[src/rtl/led_ctrl_pkg.sv]
// Shared definitions for the LED mode/enable front end: debounce FSM encoding and the
// symbolic pattern-mode values the generator understands.
package led_ctrl_pkg;

    // Debounce FSM states, one FSM per button.
    typedef enum logic [1:0] {
        StIdle        = 2'd0,
        StPressWait   = 2'd1,
        StPressed     = 2'd2,
        StReleaseWait = 2'd3
    } deb_state_e;

    // Pattern modes as decoded by the generator.
    localparam logic [1:0] LED_MODE_RUN   = 2'd0;
    localparam logic [1:0] LED_MODE_COUNT = 2'd1;
    localparam logic [1:0] LED_MODE_ALT   = 2'd2;
    localparam logic [1:0] LED_MODE_SCAN  = 2'd3;

endpackage

[src/rtl/button_debouncer.sv]
// Single push-button conditioner: 2-FF synchronizer, debounce FSM with a stability
// counter, and a registered one-cycle pulse for every accepted press (never on release).
module button_debouncer
    import led_ctrl_pkg::*;
#(
    parameter int unsigned DEBOUNCE_CYCLES = 1_000_000
) (
    input  logic clk_i,
    input  logic rst_ni,
    input  logic btn_raw_i,
    output logic press_pulse_o
);

    localparam int unsigned CntW = (DEBOUNCE_CYCLES > 1) ? $clog2(DEBOUNCE_CYCLES) : 1;
    localparam logic [CntW-1:0] CntMax = CntW'(DEBOUNCE_CYCLES - 1);

    logic [1:0]      sync_q;
    logic            btn_s;
    deb_state_e      state_q, state_d;
    logic [CntW-1:0] cnt_q, cnt_d;
    logic            press_q, press_d;
    logic            cnt_max;

    assign btn_s   = sync_q[1];
    assign cnt_max = (cnt_q == CntMax);

    // Bring the asynchronous raw button into the clock domain.
    always_ff @(posedge clk_i or negedge rst_ni) begin
        if (!rst_ni) begin
            sync_q <= 2'b00;
        end else begin
            sync_q <= {sync_q[0], btn_raw_i};
        end
    end

    // Debounce state register.
    always_ff @(posedge clk_i or negedge rst_ni) begin
        if (!rst_ni) begin
            state_q <= StIdle;
        end else begin
            state_q <= state_d;
        end
    end

    // Next-state: a level is accepted only after the counter runs out while it stays stable.
    always_comb begin
        state_d = state_q;
        unique case (state_q)
            StIdle: begin
                if (btn_s) state_d = StPressWait;
            end
            StPressWait: begin
                if (!btn_s)       state_d = StIdle;
                else if (cnt_max) state_d = StPressed;
            end
            StPressed: begin
                if (!btn_s) state_d = StReleaseWait;
            end
            StReleaseWait: begin
                // Release bounce goes straight back to pressed without a new event.
                if (btn_s)        state_d = StPressed;
                else if (cnt_max) state_d = StIdle;
            end
            default: state_d = StIdle;
        endcase
    end

    // Counter and press-pulse next values.
    always_comb begin
        cnt_d   = cnt_q;
        press_d = 1'b0;
        unique case (state_q)
            StIdle: begin
                if (btn_s) cnt_d = '0;
            end
            StPressWait: begin
                if (btn_s) begin
                    if (cnt_max) press_d = 1'b1;
                    else         cnt_d   = cnt_q + 1'b1;
                end
            end
            StPressed: begin
                if (!btn_s) cnt_d = '0;
            end
            StReleaseWait: begin
                if (!btn_s && !cnt_max) cnt_d = cnt_q + 1'b1;
            end
            default: cnt_d = '0;
        endcase
    end

    // Counter and registered press pulse.
    always_ff @(posedge clk_i or negedge rst_ni) begin
        if (!rst_ni) begin
            cnt_q   <= '0;
            press_q <= 1'b0;
        end else begin
            cnt_q   <= cnt_d;
            press_q <= press_d;
        end
    end

    assign press_pulse_o = press_q;

endmodule

[src/rtl/led_mode_ctrl.sv]
// Button front end for the LED pattern generator: one debouncer per button, a wrapping
// mode register with a change strobe, and a toggling enable.
module led_mode_ctrl
    import led_ctrl_pkg::*;
#(
    parameter int unsigned DEBOUNCE_CYCLES = 1_000_000,
    parameter int unsigned NUM_MODES       = 4,
    parameter int unsigned MODE_W          = 2
) (
    input  logic              clk,
    input  logic              reset_n,
    input  logic              btn_mode_raw,
    input  logic              btn_en_raw,
    output logic [MODE_W-1:0] mode,
    output logic              enable,
    output logic              mode_changed
);

    localparam logic [MODE_W-1:0] ModeLast  = MODE_W'(NUM_MODES - 1);
    localparam logic [MODE_W-1:0] ModeReset = MODE_W'(LED_MODE_RUN);

    logic              mode_press;
    logic              en_press;
    logic [MODE_W-1:0] mode_q, mode_d;
    logic              enable_q, enable_d;
    logic              changed_q, changed_d;

    button_debouncer #(
        .DEBOUNCE_CYCLES(DEBOUNCE_CYCLES)
    ) u_deb_mode (
        .clk_i        (clk),
        .rst_ni       (reset_n),
        .btn_raw_i    (btn_mode_raw),
        .press_pulse_o(mode_press)
    );

    button_debouncer #(
        .DEBOUNCE_CYCLES(DEBOUNCE_CYCLES)
    ) u_deb_en (
        .clk_i        (clk),
        .rst_ni       (reset_n),
        .btn_raw_i    (btn_en_raw),
        .press_pulse_o(en_press)
    );

    // Apply press events; mode and enable are independent and may update together.
    always_comb begin
        mode_d    = mode_q;
        enable_d  = enable_q;
        changed_d = mode_press;
        if (mode_press) mode_d = (mode_q == ModeLast) ? '0 : mode_q + 1'b1;
        if (en_press)   enable_d = ~enable_q;
    end

    // Output registers.
    always_ff @(posedge clk or negedge reset_n) begin
        if (!reset_n) begin
            mode_q    <= ModeReset;
            enable_q  <= 1'b0;
            changed_q <= 1'b0;
        end else begin
            mode_q    <= mode_d;
            enable_q  <= enable_d;
            changed_q <= changed_d;
        end
    end

    assign mode         = mode_q;
    assign enable       = enable_q;
    assign mode_changed = changed_q;

endmodule

[config.mk]
export PLATFORM = sky130hd
export DESIGN_NAME = led_mode_ctrl
export DESIGN_NICKNAME = d
export VERILOG_FILES = /design/src/rtl/led_ctrl_pkg.sv /design/src/rtl/button_debouncer.sv /design/src/rtl/led_mode_ctrl.sv
export SDC_FILE = /design/constraint.sdc
export NUM_CORES = 1
export LEC_CHECK = 0
export ABC_CLOCK_PERIOD_IN_PS = 2600
export BUFFER_PORTS_ARGS = -buffer_cell sky130_fd_sc_hd__buf_2
export CAP_MARGIN = 20
export CORE_ASPECT_RATIO = 1.25
export CORE_MARGIN = 1
export CORE_UTILIZATION = 62
export DETAILED_ROUTE_END_ITERATION = 10
export MAX_ROUTING_LAYER = met4
export PLACE_DENSITY = 0.79
export SLEW_MARGIN = 20
export SYNTH_ARGS = -nofsm -noshare
export SYNTH_HDL_FRONTEND = slang
export SYNTH_SLANG_ARGS = --single-unit
[constraint.sdc]
create_clock -name clk -period 2.6 [get_ports clk]
set_clock_uncertainty 0.2 [all_clocks]
set_input_delay 0.13 -clock clk [delete_from_list [all_inputs] [get_ports clk]]
set_output_delay 0.13 -clock clk [all_outputs]
set_load 0.02 [all_outputs]
# Word-level counts from Yosys, hierarchy flattened
# Index checks and enable logic that the tools add are counted.
# W data, S select, Z words.
# classes
addsub,3
n_eq_ne,23
n_mux,33
n_bitwise,1
n_reduce_logical,12
# op_table
cell,count
$mux W20,10
$pmux W20 S4,2
$add A20 B1 Y20 const B,2
$eq A20 B20 Y1 const B,2
$mux W2,13
$pmux W2 S4,2
$ne A2 B1 Y1 const B,6
$eq A2 B2 Y1 const B,5
$reduce_and A5 Y1,2
$ne A2 B2 Y1 const B,4
$reduce_and A4 Y1,2
$mux W1,6
$ne A3 B1 Y1 const B,2
$ne A3 B3 Y1 const B,2
$eq A2 B1 Y1 const B,2
$logic_not A1 Y1,4
$logic_not A2 Y1,2
$add A2 B1 Y2 const B,1
$logic_and A1 B1 Y1,2
$not A1 Y1,1
# totals
reg_bits,54
input_bits,4
out_inout_bits,4
wordCells,83

# Longest topological paths before layout
# logic_depth
word_depth,5
ltp_mapped,8
ltp_nobuf,8

# By module
# A second synthesis with hierarchy kept.
# unflattened
hier_cells,288
area_unflattened_um2,2900.3
# modules_own_cells
module,n_inst,cells_each,area_per_inst_um2,seq_area_each_um2
button_debouncer at u_deb_en,1,146,1421.4,625.6
button_debouncer at u_deb_mode,1,133,1331.3,625.6
led_mode_ctrl,1,9,147.6,100.1

# Worst setup path before layout
# No wires, ideal clock.
# synth_timing
path_kind,reg2reg
start,register u_deb_en.cnt_q[0]
end,register u_deb_en.cnt_q[16]
setup_time_ps,82
arrival_ps,1656
required_time_ps,2318
setup_slack_ps,662
path_stages_with_launch,8
n_path_buf,1
synth_period_minus_slack_ps,1938
cell_sequence,dfrtp_1 ha_1 nand3_1 and4bb_2 a211oi_4 buf_4 o21ai_0 a31oi_1
# synth_via
elab_chain_cells,5
elab_cells_between_ends,11
cone_classes,1 x add/sub; 3 x eq/ne; 4 x mux; 3 x reduce/logical
# synth_rtl
item,line_no,text
from (decl),button_debouncer.sv:20,"logic [CntW-1:0] cnt_q, cnt_d;"
from (signal assigned),button_debouncer.sv:98,cnt_q <= cnt_d;
branches (longest 5 deep; another with $add A20 B1 Y20),n/a,
# Several ways; the timed one is not identified. The select of a mux whose other input is x is not followed.
# A chain may end at the register's enable or synchronous reset.

# Final worst setup path
# layout_timing
start,register u_deb_en.cnt_q[0]
end,register u_deb_en.cnt_q[14]
# The elaborated chain is that of the path after synthesis.

==> key figures <==
Floorplan
  • Floorplan core area: between 4000 and 5000 sq um
  • Die Span Y: roughly 80 microns
  • IO Pins: 8
  • Row Count: 27
  • Starting Density: about two thirds
  • Full die area: 5130 sq um
  • Die width: 64.3 microns

STA
  • Final Hold Fails: 0
  • Setup TNS: 0 ns
  • Final setup fails: 0
  • Max-slew violations: 0
  • Setup repair after global routing missed its margin: false
  • Final critical-path required period: between 2 and 2.5 ns
  • Fmax: 0.443 GHz
  • Fin crit share: between 80% and 90%
  • Worst Tran Pin Value: around 0.57 ns
  • Slew HR: between 60% and 70%
  • Fin worst setup slack: 0.341 ns

Critical path
  • Critical Path Stages: 6
  • Crit path launch type: flop
  • CP arrival: between 2 and 2.5 ns
  • Crit path buf inv count: 0
  • Largest stage delay, worst path: 0.54 ns
  • Crit path max-delay cell type: a211oi_4
  • Worst setup EP type: flop
  • CP Max Fanout: 15
  • Critical path class: reg -> reg
  • Reg2reg path depth: 6
  • Top Family by Delay on Critical Path: compound AO/OA/AOI/OAI gates
  • Crit path cell chain: ha_1 -> nand3_1 -> and4bb_2 -> a211oi_4 -> o21ai_0 -> a31oi_1
  • Worst Path Required: roughly 2.6 ns

Route
  • Vias: around 2400
  • Via density: 6.44
  • Drt drc: 0
  • Antenna Nets Post-Route: 0
  • Drt first pass iters: 4
  • Wire per inst: ~17 microns
  • Iteration-0 DRC Markers: around 140
  • Total wire length: approximately 6200 microns

Clock tree
  • Number of CTS-inserted buffers: 5
  • Clk root buf: clkbuf_8
  • H-Tree Level Count: 2
  • Post-cts sizing count: 0
  • Skew-Pair Late Insertion Delay: 0.31 ns
  • CTS clock-pin slew for the worst setup and hold paths: 0.10 ns
  • Setup bufs post-CTS: 0
  • Clock sink count: between 50 and 60
  • Clock Tree Buf Depth: 2
  • CTS tree: yes
  • CTS Hold Bufs: 3

Cells and area
  • Ratio of cells with drive above 1 in the final layout: 15.8%
  • Final Non-Filler Cells: 369
  • Final #Nets: between 300 and 400
  • Inserted Diodes: 0
  • Layout Area Growth over Synthesis: 6.45%

Logic synthesis
  • Cells after Synth: 300
  • Synth Flop Type: dfrtp_1
  • Share of the synthesized area in the top cell type: between 40% and 50%
  • Netlist cell types: 62
  • Area leader, netlist: dfrtp_1
  • Synthesized Nets: a little over 300
  • Sequential share of the synthesized area: 44.9%
  • Flop and latch count out of synthesis: 54
  • Post-synth ARST share: between 90% and 100%
  • Yosys warns: 0
  • Mapped Area: about 3000 sq um
  • Synth area leaders: dfrtp_1 45%, nand2_1 5.0%, nor2_1 2.6%
  • Number of synthesized flops with an enable pin: 0
  • Avg Inst Size Synth: between 10 and 15 sq um
  • Count leader, synth: dfrtp_1
  • Top cells by instance count after synthesis: 54 x dfrtp_1, 40 x nand2_1, 21 x nor2_1, 15 x nand3_1, 14 x o21ai_0

Placement
  • PortBufs: 7
  • Worst slack, placed: approximately 0.38 ns
  • HPWL after DPL: 4390 microns
  • Placed instance count: ~360
  • Gpl congestion: around 0.89

Global route
  • Initial antenna violation count: 0
  • Vias in the first global route: 2300
  • Grt met3 use: approximately 4.4%
  • Grt ovf: 0
  • Largest net degree at the start of global routing: 35
  • Global Route met2 Usage: about 47%
  • First-pass GRT wire length: about 11000 microns
  • Grt peak-use layer: met2
  • All-layer global routing usage: between 20 and 30%
  • Met1 GRT Util: roughly a third

Flow run
  • Max-cap violation count: 0

Outcome
  • Outcome: finished clean

Pwr
  • Maximum VDD drop: 331 uV
  • PwrDens: between 400 and 500 nW/um^2
  • Static Leak: 1.40 nW

Worst hold path
  • Worst hold path class: in -> async
## per-stage QoR
step / hold WS [ns] / power, mW / util (%) / area (sq um)
finish: 0.102 / 1.48 / 70.7 / 3200
global route: 0.142 / 1.55 / 70.7 / 3200
CTS: 0.115 / 1.49 / 70.7 / 3200
floorplan: -0.366 / 0.989 / - / 3010
detailed placement: -0.0849 / 1.03 / 68.2 / 3090
global placement: -0.0922 / 1.03 / 68.2 / 3090
## flip-flops by register name (all words and copies together), names as in the netlist, named ones only
register	count
u_deb_en.sync_q	2
u_deb_mode.state_q	1
u_deb_en.cnt_q	20
u_deb_mode.cnt_q	20
mode	2
u_deb_mode.press_pulse_o	1
u_deb_mode.sync_q	2
u_deb_en.state_q	1
enable	1
mode_changed	1
u_deb_en.press_pulse_o	1
## cell usage in the layout (no fill, tap or decap), types with 5 or more instances in the layout
cell type / count
buf_2: 7
a22o_1: 6
a21oi_1: 7
o211ai_1: 8
xor2_1: 6
mux2i_1: 5
nand2_1: 40
a31oi_1: 10
or4_1: 6
and3_1: 10
nor2_1: 21
o21ai_0: 14
mux2_2: 6
nand4_1: 7
dfrtp_1: 54
nor3_1: 7
and4_1: 5
nand3_1: 15
inv_1: 6
clkbuf_8: 5
## per-layer routing
| metal | routed length, microns | up-vias |
|---|---|---|
| met5 | 0 | - |
| met4 | 196 | 0 |
| met3 | 181 | 19 |
| met2 | 3260 | 53 |
| met1 | 2520 | 1159 |
| li1 | - | 1145 |
## cells by family (layout without fill, tap and decap cells)
group / Yosys count / in the layout / synth area share [%]
AOI/OAI and AO/OA: 59 / 59 / 14.3
and+or+nand+nor: 146 / 146 / 29.6
adders and majority gates: 3 / 3 / 1.25
DFF: 54 / 54 / 44.9
xor gates and xnor gates: 10 / 10 / 3.16
buffers and inverters: 17 / 28 / 2.79
muxes: 11 / 11 / 3.91
## path summary, 6_finish.rpt
check / startpoint / endpoint / slack (ns)
max: u_deb_en.cnt_q[0]$_DFFE_PN0P_ / u_deb_en.cnt_q[14]$_DFFE_PN0P_ / 0.34
min: reset_n / u_deb_en.cnt_q[10]$_DFFE_PN0P_ / 0.10
max reg2reg: u_deb_en.cnt_q[0]$_DFFE_PN0P_ / u_deb_en.cnt_q[14]$_DFFE_PN0P_ / 0.34
min reg2reg: u_deb_mode.sync_q[0]$_DFF_PN0_ / u_deb_mode.sync_q[1]$_DFF_PN0_ / 0.16
max in group asynchronous: reset_n / u_deb_mode.cnt_q[5]$_DFFE_PN0P_ / 1.30
min in group clk: u_deb_mode.sync_q[0]$_DFF_PN0_ / u_deb_mode.sync_q[1]$_DFF_PN0_ / 0.16
## report_power, final
| part | switching [mW] | total, mW | internal (mW) |
|---|---|---|---|
| Clock | 0.274 | 0.459 | 0.185 |
| Sequential | 0.0385 | 0.907 | 0.868 |
| Combinational | 0.0682 | 0.111 | 0.0423 |
| Total | 0.381 | 1.48 | 1.10 |
## final cells by class
class                      instances  area [sq um]
multi-input combinational        229          1570
sequential                        54          1350
fill                             384          1330
timing repair buffer              14          95.1
tap                               58          72.6
clock buffer                       5          68.8
inverter                           7          26.3
clock inverter                     2          15.0
Note: power is estimated with default switching activity, not from simulation.
